[src/rtl/display_scan_ctrl.sv]
// Four-digit common-anode seven-segment scan controller with per-slot blanking guard.
// Inputs are shadowed once per frame so a digit never tears mid-scan.
module display_scan_ctrl #(
  parameter int unsigned PRESCALE     = 100000,
  parameter int unsigned BLANK_CYCLES = 2
) (
  input  logic        clk,
  input  logic        rst_n,
  input  logic        en,
  input  logic [15:0] bcd_in,
  input  logic [3:0]  dp_in,
  input  logic [3:0]  digit_mask,
  output logic [1:0]  sel,
  output logic [3:0]  an_n,
  output logic [6:0]  seg_n,
  output logic        dp_n,
  output logic        frame_done
);

  localparam int unsigned CW = (PRESCALE > 1) ? $clog2(PRESCALE) : 1;
  localparam logic [CW-1:0] CNT_LAST  = CW'(PRESCALE - 1);
  localparam logic [CW-1:0] CNT_BLANK = CW'(BLANK_CYCLES);

  typedef enum logic [1:0] {IDLE, GUARD, DRIVE} state_t;

  state_t        state_q, state_d;
  logic [CW-1:0] cnt_q, cnt_d;
  logic [1:0]    sel_q, sel_d;
  logic [15:0]   sh_bcd_q, sh_bcd_d;
  logic [3:0]    sh_dp_q, sh_dp_d;
  logic [3:0]    sh_mask_q, sh_mask_d;
  logic [3:0]    an_n_q, an_n_d;
  logic [6:0]    seg_n_q, seg_n_d;
  logic          dp_n_q, dp_n_d;
  logic          fd_q, fd_d;
  logic [CW-1:0] cnt_inc;
  logic [3:0]    digit;

  function automatic logic [6:0] seg_of(input logic [3:0] d);
    logic [6:0] s;
    case (d)
      4'd0:    s = 7'h3F;
      4'd1:    s = 7'h06;
      4'd2:    s = 7'h5B;
      4'd3:    s = 7'h4F;
      4'd4:    s = 7'h66;
      4'd5:    s = 7'h6D;
      4'd6:    s = 7'h7D;
      4'd7:    s = 7'h07;
      4'd8:    s = 7'h7F;
      4'd9:    s = 7'h6F;
      default: s = 7'h40;
    endcase
    return s;
  endfunction

  always_ff @(posedge clk) begin
    if (!rst_n) begin
      state_q   <= IDLE;
      cnt_q     <= '0;
      sel_q     <= '0;
      sh_bcd_q  <= '0;
      sh_dp_q   <= '0;
      sh_mask_q <= '0;
      an_n_q    <= '1;
      seg_n_q   <= '1;
      dp_n_q    <= 1'b1;
      fd_q      <= 1'b0;
    end else begin
      state_q   <= state_d;
      cnt_q     <= cnt_d;
      sel_q     <= sel_d;
      sh_bcd_q  <= sh_bcd_d;
      sh_dp_q   <= sh_dp_d;
      sh_mask_q <= sh_mask_d;
      an_n_q    <= an_n_d;
      seg_n_q   <= seg_n_d;
      dp_n_q    <= dp_n_d;
      fd_q      <= fd_d;
    end
  end

  assign cnt_inc = cnt_q + 1'b1;

  always_comb begin
    state_d   = state_q;
    cnt_d     = cnt_q;
    sel_d     = sel_q;
    sh_bcd_d  = sh_bcd_q;
    sh_dp_d   = sh_dp_q;
    sh_mask_d = sh_mask_q;
    if (!en) begin
      state_d = IDLE;
      cnt_d   = '0;
      sel_d   = '0;
    end else begin
      case (state_q)
        IDLE: begin
          state_d   = GUARD;
          cnt_d     = '0;
          sel_d     = '0;
          sh_bcd_d  = bcd_in;
          sh_dp_d   = dp_in;
          sh_mask_d = digit_mask;
        end
        default: begin
          if (cnt_q == CNT_LAST) begin
            state_d = GUARD;
            cnt_d   = '0;
            sel_d   = sel_q + 2'd1;
            if (sel_q == 2'd3) begin
              sh_bcd_d  = bcd_in;
              sh_dp_d   = dp_in;
              sh_mask_d = digit_mask;
            end
          end else begin
            cnt_d   = cnt_inc;
            state_d = (cnt_inc >= CNT_BLANK) ? DRIVE : GUARD;
          end
        end
      endcase
    end
  end

  // Outputs are decoded from next-state values so the registered pins line up with state_q/cnt_q.
  always_comb begin
    digit   = sh_bcd_d[{sel_d, 2'b00} +: 4];
    an_n_d  = '1;
    seg_n_d = '1;
    dp_n_d  = 1'b1;
    fd_d    = (state_d == DRIVE) && (sel_d == 2'd3) && (cnt_d == CNT_LAST);
    if ((state_d == DRIVE) && !sh_mask_d[sel_d]) begin
      an_n_d  = ~(4'b0001 << sel_d);
      seg_n_d = ~seg_of(digit);
      dp_n_d  = ~sh_dp_d[sel_d];
    end
  end

  assign sel        = sel_q;
  assign an_n       = an_n_q;
  assign seg_n      = seg_n_q;
  assign dp_n       = dp_n_q;
  assign frame_done = fd_q;

endmodule
[config.mk]
export PLATFORM = sky130hd
export DESIGN_NAME = display_scan_ctrl
export DESIGN_NICKNAME = d
export VERILOG_FILES = /design/src/rtl/display_scan_ctrl.sv
export SDC_FILE = /design/constraint.sdc
export NUM_CORES = 1
export LEC_CHECK = 0
export BUFFER_PORTS_ARGS = -buffer_cell sky130_fd_sc_hd__buf_2
export CORE_MARGIN = 2
export CORE_UTILIZATION = 61
export CTS_CLUSTER_SIZE = 8
export DETAILED_ROUTE_END_ITERATION = 6
export PLACE_DENSITY = 0.84
export REMOVE_ABC_BUFFERS = 1
export SLEW_MARGIN = 20
export SYNTH_ARGS = -nofsm -noshare
export SYNTH_HDL_FRONTEND = slang
export SYNTH_SLANG_ARGS = --single-unit
[constraint.sdc]
create_clock -name clk -period 5.7 [get_ports clk]
set_input_delay 0.57 -clock clk [delete_from_list [all_inputs] [get_ports clk]]
set_output_delay 0.57 -clock clk [all_outputs]
set_load 0.1 [all_outputs]
Word level (Yosys, flattened, before mapping)
Memories as Yosys holds them, arrays and structs flattened.
Index checks and enable logic that the tools add are counted.
{"block": "totals", "ff_bits": 58, "rom_bits": 112, "in_bits": 27, "elab_cells": 58, "n_memories": 1}
{"block": "classes", "n_addsub": 2, "magnitude_cmp": 2, "n_eq_ne": 5, "shift": 2, "muxes": 27, "bitwise": 3, "n_reduce_logical": 6}
{"name": "(name not given)", "words": 16, "width": 7, "rd": 1, "rd_ports_with_merged_regs": 0, "write_ports": 0, "line_no": "41", "rtl": "case (d)"}
{"op": "$mux W16", "count": 4}
{"op": "$mux W17", "count": 3}
{"op": "$eq A17 B17 Y1 const B", "count": 2}
{"op": "$mux W4", "count": 8}
{"op": "$add A17 B1 Y17 const B", "count": 1}
{"op": "$ge A17 B2 Y1 const B", "count": 1}
{"op": "$shiftx A16 B5 Y4", "count": 1}
{"op": "$mux W2", "count": 7}
{"op": "$mux W7", "count": 1}
{"op": "$not A7 Y7", "count": 1}
{"op": "$eq A2 B2 Y1 const B", "count": 3}
{"op": "$bmux W1 S2", "count": 2}
{"op": "$not A4 Y4", "count": 1}
{"op": "$shl A1 B2 Y4 const A", "count": 1}
{"op": "$logic_and A1 B1 Y1", "count": 3}
{"op": "$lt A2 B3 Y1 const B", "count": 1}
{"op": "$add A2 B1 Y2 const B", "count": 1}
{"op": "$logic_not A2 Y1", "count": 1}
{"op": "$mux W1", "count": 2}
{"op": "$reduce_and A2 Y1", "count": 1}
{"op": "$logic_not A1 Y1", "count": 1}
{"op": "$not A1 Y1", "count": 1}

Logic depth before layout (Yosys ltp)
Gate-level depths: netlist of the first run.
{"block": "logic_depth", "depth_word": 11, "ltp_mapped": 14, "mapped_depth_nobuf": 12}

Worst setup path after synthesis of the first run
OpenSTA, ideal clock, no wires.
{"block": "synth_path", "path_type": "register to register", "startpoint": "register cnt_q[13]", "endpoint": "register seg_n_q[0], in the netlist seg_n[0]", "setup_ns": 0.145, "arrival_time_ns": 3.518, "required_time_ns": 5.555, "setup_slack_ns": 2.038, "path_stages_with_launch": 15, "synth_period_minus_slack_ns": 3.662, "path_cell_list": "dfxtp_1 buf_2 or4_4 or4_4 buf_6 o21ai_4 nand2_4 clkbuf_1 mux2i_1 nor2_1 nor4_1 inv_1 ha_1 mux2i_1 a32oi_1"}
{"block": "synth_via", "elab_chain_len": 9, "word_cells_on_any_way": 26, "cone_classes": "1 x add/sub; 1 x order compare; 2 x eq/ne; 1 x shift; 16 x mux; 1 x bitwise; 3 x reduce/logical; 1 x memory"}
{"item": "start, declared", "line_no": "27", "rtl": "logic [CW-1:0] cnt_q, cnt_d;"}
{"item": "start signal, assigned", "line_no": "71", "rtl": "cnt_q <= cnt_d;"}
{"item": "$add A17 B1 Y17 or $eq A17 B17 Y1 (tied branches)", "line_no": "83, 107"}
{"item": "$ge A17 B2 Y1, or another cell as far along", "line_no": "118", "rtl": "state_d = (cnt_inc >= CNT_BLANK) ? DRIVE : GUARD;"}
{"item": "$mux W2, or another cell as far along", "line_no": "118"}
{"item": "$mux W2, or another cell as far along", "line_no": "107", "rtl": "if (cnt_q == CNT_LAST) begin"}
{"item": "$mux W2 or $bmux W1 S2 (tied branches)", "line_no": "97, 132"}
{"item": "$mux W2 or $mux W1 (tied branches)", "line_no": "92, 132"}
{"item": "$eq A2 B2 Y1 or $logic_not A1 Y1 (tied branches)", "line_no": "132", "rtl": "if ((state_d == DRIVE) && !sh_mask_d[sel_d]) begin"}
{"item": "$logic_and A1 B1 Y1", "line_no": "132"}
{"item": "$reduce_and A2 Y1 (no source line)"}
{"item": "end signal, assigned", "line_no": "77", "rtl": "seg_n_q <= seg_n_d;"}
{"item": "end, declared", "line_no": "33", "rtl": "logic [6:0] seg_n_q, seg_n_d;"}
Parallel ways exist; a longest one is shown, timed or not. The select of a mux whose other input is x is not followed.
A chain may end at the register's enable or synchronous reset.

Worst setup path in the final report of the first run
Ends and elaborated chain as after synthesis.

==> results of run 1 <==
state kept, by name (all words and copies together), names as in the netlist:
| signal | cells |
|---|---|
| state_q | 2 |
| sh_mask_q | 4 |
| sh_bcd_q | 16 |
| dp_n | 1 |
| an_n | 4 |
| sel | 2 |
| cnt_q | 17 |
| frame_done | 1 |
| sh_dp_q | 4 |
| seg_n | 7 |
logic make-up (layout without fill, tap and decap cells):
family,count (synthesis),in the layout
buf+inv,36,71
compound gates,50,50
mux,23,23
fa+ha+maj,8,8
simple gates,170,170
xor+xnor,20,20
flops,58,58
routing by layer:
| layer | global-route usage [%] | vias up | part of all wire, % |
|---|---|---|---|
| met5 | 0 | - | 0 |
| met4 | 16.37 | 0 | 3.0 |
| met3 | 6.292 | 21 | 6.6 |
| met2 | 42.59 | 130 | 48 |
| met1 | 35.97 | 1300 | 43 |
| li1 | - | 1348 | - |
layout make-up:
| cell class | count | area, um2 |
|---|---|---|
| Clock buffer | 11 | 141.4 |
| Clock inverter | 5 | 30.03 |
| Fill cell | 415 | 1365 |
| Inverter | 13 | 48.80 |
| Multi-Input combinational cell | 271 | 1774 |
| Sequential cell | 58 | 1161 |
| Tap cell | 67 | 83.83 |
| Timing Repair Buffer | 42 | 212.7 |
worst min-delay path, cell delays in order:
cell and delay [ns]:
buf_2 0.08, mux2i_1 0.08, nor2b_1 0.10
cell usage in the layout, fill, tap and decap left out, drive strengths merged, types with 8 or more instances in the layout:
cell type / synthesis / routed
buf: 4 / 42
clkbuf: 19 / 11
dfxtp: 58 / 58
ha: 8 / 8
inv: 13 / 13
mux2i: 18 / 18
nand2: 35 / 35
nand3: 15 / 15
nor2: 40 / 40
nor2b: 19 / 19
nor3: 19 / 19
nor4: 8 / 8
o21ai: 10 / 10
xnor2: 14 / 14
path summary, 6_finish.rpt:
check                                    end  depth (start not counted)
worst max-delay path                seg_n[0]                         10
worst min-delay path              sh_dp_q[3]                          3
worst max register to register      seg_n[0]                         10
worst min register to register  sh_bcd_q[10]                          2
power groups by stage:
stage | registers, mW | clock network, mW | logic, mW
floorplan | 0.432 | 0 | 0.0594
global placement | 0.430 | 0 | 0.0864
detailed placement | 0.431 | 0 | 0.0889
CTS | 0.422 | 0.337 | 0.0904
global route | 0.423 | 0.349 | 0.101
finish | 0.422 | 0.331 | 0.0918
==> metrics, run 1 <==
status finished clean; share of synthesized registers carrying an async set or reset 0%; first-pass GRT wire length 11730 um; critical-path cell list or4_4 -> or4_4 -> nor2_4 -> mux2i_1 -> nor2_1 -> nor4_1 -> inv_1 -> ha_1 -> mux2i_1 -> a32oi_1; Post-synth top flop dfxtp_1; Crit Reg-Reg Startpoint cnt_q[13]; Avg Inst Size Synth 8.477 um2; First DRT Iteration DRCs 260; Fmax between 0.2 and 0.3 GHz; Final #Nets 430; Clock Latency Late Sink around 0.34 ns; Yosys top cell by area dfxtp_1; clock power share 39.2%; Slew @ Worst Pin 0.8949 ns; hold path startpoint dp_in[3]; register area share after synthesis 37.53%; Post-Layout Cell Count 467; Post-Route Setup TNS 0 ns; Die Wd 75.22 um; first-pass detailed-route iteration total 6; vias post-DR 2799; yosys warns 0; Sequential Power Share 49.9%; Leak 1.330 nW; Sw Share 26.31%; global-route usage over all layers 27.84%; CP Class flip-flop to flip-flop; largest net degree at the start of global routing 28; gpl congestion 0.9395; cell area after placement 0.003281 mm2; Worst Path Required 5.92 ns; simple-gate share of the synthesized area approximately 29%; WL/cell 16.11 um; post-route ant nets 0; Commonest cells post-synth dfxtp_1, nor2_1, nand2_1; top-count cell post-synth dfxtp_1; peak supply drop 0.2253 mV; area added between synthesis and finish 11.56%; critical path endpoint category flip-flop; Antenna Cells 0; CORE AREA between 0.004 and 0.005 mm2; setup ws final about 1.8 ns; xor/xnor share of the synthesized area between 5 and 6%; Sink Count 58; critical path fanouts, max 10; #FFs+latches synth 58; # setup viols final 0; Post-CTS Resized 0; Min Clock Period, post-route roughly 4 ns; H-tree depth 3; # hold bufs at CTS 0; CTS tree yes; drt drc 0; die height approximately 75 um; initial antenna violation count 0; final hold slack between 0.5 and 0.6 ns; total gr overflow 0; Int Pwr 0.6227 mW; layout cells sized above 1 between 10% and 20%; Rel. slew slack 39.84%; CP delay by family, top simple AND/OR/NAND/NOR gates; area share of the largest cell type after synthesis between 30% and 40%; P per Cell Area 244.8 mW/mm2; Synth Area in Adders 3.235%; clk buf depth 2; HPWL Detailed ~5200 um; fin crit share 68.57%; IO Port Bufs 41; WL final 7523 um; pre-CTS WS ~1.9 ns; main combinational cell family by area after synthesis simple AND/OR/NAND/NOR gates; # IOs 42; Slew Limit Fails 0; post-CTS setup repair buffer count 0; DR vias/cell 5.994; register-to-register setup slack about 1.8 ns; CTS Buf Count 9; largest cells by area after synthesis dfxtp_1, mux2i_1, nor2_1; CP Launch Type flip-flop; vias in the first global route 2463; Post-synth EDFFs 0; max incr delay on CP 0.65 ns; Mapped Area 0.003094 mm2; Tot Pwr 0.8450 mW; Hold Violations, Final 0; Critical Path AT 4.13 ns; placed cells 451; Worst setup startpoint cnt_q[13]; row cnt 25; switching power 0.2223 mW; Post-Syn Instances 365; post-route cell area 0.003452 mm2; Starting Density ~64%; CP max-delay cell nor4_1; Core Util, Final a little under three quarters; MaxCap Viol Count 0; unrepaired setup endpoints after global routing no; mux contribution to synthesized area 7.885%; hold crit path type primary input to flip-flop; post-synth cell types 52; root buffer cell clkbuf_8; Synth Area in Compound Gates 12.01%; clk slew on worst S/H paths 0.07 ns; Crit path buffers/inverters 1; combinational share of power between 10 and 15%; die area 0.005658 mm2; clock skew 0.006574 ns
Note: power is estimated with default switching activity, not from simulation.
==> run 2: changes to the inputs <==
--- a/config.mk
+++ b/config.mk
@@ -5,12 +5,13 @@
 export SDC_FILE = /design/constraint.sdc
 export NUM_CORES = 1
 export LEC_CHECK = 0
+export ABC_AREA = 1
 export BUFFER_PORTS_ARGS = -buffer_cell sky130_fd_sc_hd__buf_2
 export CORE_MARGIN = 2
-export CORE_UTILIZATION = 61
+export CORE_UTILIZATION = 56
 export CTS_CLUSTER_SIZE = 8
 export DETAILED_ROUTE_END_ITERATION = 6
-export PLACE_DENSITY = 0.84
+export PLACE_DENSITY = 0.78
 export REMOVE_ABC_BUFFERS = 1
 export SLEW_MARGIN = 20
 export SYNTH_ARGS = -nofsm -noshare
==> constraint.sdc (replaced) <==
create_clock -name clk -period 3.6 [get_ports clk]
set_input_delay 0.36 -clock clk [delete_from_list [all_inputs] [get_ports clk]]
set_output_delay 0.36 -clock clk [all_outputs]
set_load 0.1 [all_outputs]
==> run 2 against run 1 <==
  * Hold slack worse by 0.24 ns
  * Sequential power is 58% higher
  * Total power is 70% higher
  * First-iteration DRC count is 30% lower
  * Final cell count is 9.2% higher
  * Critical path type unchanged
  * Largest cell class unchanged
==> metrics, run 2 <==
status finished clean (unchanged); die area 0.005669 mm2 (was 0.005658 mm2); Slew @ Worst Pin 0.5654 ns (was 0.8949 ns); main combinational cell family by area after synthesis simple AND/OR/NAND/NOR gates (unchanged); Core Util, Final 68.39% (was 71.66%); Crit path depth 15 (was 10); layout cells sized above 1 18.51% (was 17.75%); gpl congestion 0.9126 (was 0.9395); Post-synth EDFFs 0 (unchanged); max FFs per register 17 (unchanged); Fmax 0.3548 GHz (was 0.2559 GHz); Die Wd 75.30 um (was 75.22 um); critical path endpoint category flip-flop (unchanged); Post-CTS Resized 0 (unchanged); fillers 435 (was 415); top-count cell post-synth nand2_1 (was dfxtp_1); vias post-DR 2531 (was 2799); Crit Reg-Reg Startpoint cnt_q[0] (was cnt_q[13]); CTS Buf Count 9 (unchanged); IO Port Bufs 41 (unchanged); # hold bufs at CTS 0 (unchanged); Hold Violations, Final 0 (unchanged); Mapped Area 0.002846 mm2 (was 0.003094 mm2); unrepaired setup endpoints after global routing no (unchanged); Yosys top cell by area dfxtp_1 (unchanged); post-synth cell types 31 (was 52); Synth Area in Compound Gates 4.088% (was 12.01%); MaxCap Viol Count 0 (unchanged); root buffer cell clkbuf_8 (unchanged); WL/cell 11.56 um (was 16.11 um); simple-gate share of the synthesized area 37.01% (was 28.55%); #FFs+latches synth 58 (unchanged); clk buf depth 2 (unchanged); # IOs 42 (unchanged); most frequent cells in the layout nand2_1, nor2_1, dfxtp_1 (was dfxtp_1, buf_2, nor2_1); critical path fanouts, max 28 (was 10); commonest non-fill, non-tap cell in the layout nand2_1 (was dfxtp_1); FF-to-FF End seg_n[3] (was seg_n[0]); Antenna Cells 0 (unchanged); register with the most flip-flops cnt_q (unchanged); vias in the first global route 2324 (was 2463); register-to-register setup slack 0.78 ns (was 1.79 ns); largest cells by area after synthesis dfxtp_1, nand2_1, nor2_1 (was dfxtp_1, mux2i_1, nor2_1); CP Launch Type flip-flop (unchanged); post-route ant nets 0 (unchanged); GR Util met2 34.30% (was 42.59%); reg2reg path depth 15 (was 10); Synth Area in Adders 3.516% (was 3.235%); First DRT Iteration DRCs 181 (was 260); total gr overflow 0 (unchanged); DR vias/cell 4.963 (was 5.994); WL final 5897 um (was 7523 um); CORE AREA 0.004817 mm2 (unchanged); first-pass GRT wire length 9984 um (was 11730 um); Worst setup endpoint seg_n[3] (was seg_n[0]); Sink Count 58 (unchanged); met3 GRT Util 6.746% (was 6.292%); area share of the largest cell type after synthesis 40.79% (was 37.53%); area added between synthesis and finish 15.74% (was 11.56%); max incr delay on CP 0.41 ns (was 0.65 ns); row cnt 25 (unchanged); initial antenna violation count 0 (unchanged); Critical Path AT 3.03 ns (was 4.13 ns); Post-Syn Instances 394 (was 365); critical-path cell list ha_1 -> nand3_2 -> nor2_2 -> nand3_4 -> nand2_4 -> nand2_4 -> mux2i_1 -> nor3_1 -> nor2_1 -> nand2_1 -> inv_1 -> ha_1 -> nand2_1 -> nand3_1 -> nand3_2 (was or4_4 -> or4_4 -> nor2_4 -> mux2i_1 -> nor2_1 -> nor4_1 -> inv_1 -> ha_1 -> mux2i_1 -> a32oi_1); hold crit path type primary input to flip-flop (unchanged); # setup viols final 0 (unchanged); share of synthesized registers carrying an async set or reset 0% (unchanged); die height 75.30 um (was 75.22 um); pre-CTS WS 0.7753 ns (was 1.918 ns); cell area after placement 0.003080 mm2 (was 0.003281 mm2); CTS tree yes (unchanged); Final #Nets 473 (was 430); Leak 1.531 nW (was 1.330 nW); CP delay by family, top simple AND/OR/NAND/NOR gates (unchanged); CP Class flip-flop to flip-flop (unchanged); Slew Limit Fails 0 (unchanged); fin crit share 78.30% (was 68.57%); register area share after synthesis 40.79% (was 37.53%); Rel. slew slack 62.27% (was 39.84%); peak supply drop 0.2441 mV (was 0.2253 mV); grt met1 use 32.75% (was 35.97%); Clock Latency Late Sink 0.34 ns (about the same); largest net degree at the start of global routing 29 (was 28); setup ws final 0.7812 ns (was 1.792 ns); post-route cell area 0.003294 mm2 (was 0.003452 mm2); Min Clock Period, post-route 2.819 ns (was 3.908 ns); P per Cell Area 435.8 mW/mm2 (was 244.8 mW/mm2); CP max-delay cell dfxtp_1 (was nor4_1); Worst setup startpoint cnt_q[0] (was cnt_q[13]); H-tree depth 3 (unchanged); clk slew on worst S/H paths 0.07 ns (about the same); drt drc 0 (unchanged); gr busiest metal met2 (unchanged); Post-Route Setup TNS 0 ns (unchanged); Worst Path Required 3.81 ns (was 5.92 ns); xor/xnor share of the synthesized area 3.385% (was 5.661%); Starting Density 59.09% (was 64.23%); global-route usage over all layers 23.47% (was 27.84%); mux contribution to synthesized area 2.813% (was 7.885%); yosys warns 0 (unchanged); Commonest cells post-synth nand2_1, nor2_1, dfxtp_1 (was dfxtp_1, nor2_1, nand2_1); HPWL Detailed 4315 um (was 5175 um); clock skew 0.01188 ns (was 0.006574 ns); Post-synth top flop dfxtp_1 (unchanged); Avg Inst Size Synth 7.225 um2 (was 8.477 um2); first-pass detailed-route iteration total 4 (was 6); post-CTS setup repair buffer count 0 (unchanged); Crit path buffers/inverters 1 (unchanged)
run 2: changes by cell type after synthesis, sizes merged, moves of 12 or more:
| cell | before | now |
|---|---|---|
| clkbuf | 19 | 2 |
| inv | 13 | 49 |
| nand2 | 35 | 101 |
| nand3 | 15 | 36 |
| nor2 | 40 | 70 |
| nor2b | 19 | 0 |
| xnor2 | 14 | 2 |
run 2: routing by layer:
layer	up-vias	share of wire, %
li1	1328	-
met1	1129	50
met2	65	43
met3	9	5.4
met4	0	1.6
met5	-	0
run 2: how the worst min path moves through the flow:
stage	startpoint	end	slack (ns)	depth (start not counted)
after CTS	bcd_in[12]	sh_bcd_q[12]	0.27	3
final	bcd_in[12]	sh_bcd_q[12]	0.28	3
after floorplan	cnt_q[0]	cnt_q[0]	0.45	1
after global routing	dp_in[2]	sh_dp_q[2]	0.29	3
after global placement	sh_bcd_q[14]	sh_bcd_q[14]	0.45	2
after detailed placement	sh_bcd_q[14]	sh_bcd_q[14]	0.46	2
run 2: per-stage QoR:
| stage | hold WS [ns] | std cells | power [mW] |
|---|---|---|---|
| finish | 0.2801 | 510 | 1.436 |
| global route | 0.2923 | 510 | 1.500 |
| CTS | 0.2721 | 510 | 1.449 |
| detailed placement | 0.4557 | 494 | 0.8190 |
| global placement | 0.4523 | 494 | 0.8146 |
| floorplan | 0.4452 | 386 | 0.7813 |
run 2: power breakdown:
group	internal [mW]	switching [mW]
combinational	0.0503	0.0903
clock	0.375	0.255
sequential	0.661	0.00526
total	1.09	0.350
run 2: cell families (layout without fill, tap and decap cells):
| logic type | count (synthesis) | count (layout) |
|---|---|---|
| and+or+nand+nor | 230 | 230 |
| DFF | 58 | 58 |
| buffers and inverters | 57 | 106 |
| AOI/OAI and AO/OA | 22 | 22 |
| xor gates and xnor gates | 11 | 11 |
| adders and majority gates | 8 | 8 |
| muxes | 8 | 8 |
run 2: worst min-delay path, stage by stage:
cell     delay [ns]
buf_2          0.07
mux2i_1        0.07
nor2_1         0.08
run 2: layout make-up:
type | instances | area [um2] | area share (%)
Inverter | 49 | 183.9 | 5.583
Tap cell | 67 | 83.83 | 2.545
Sequential cell | 58 | 1161 | 35.24
Clock buffer | 12 | 165.2 | 5.013
Clock inverter | 4 | 48.80 | 1.481
Timing Repair Buffer | 41 | 205.2 | 6.229
Multi-Input combinational cell | 279 | 1446 | 43.90
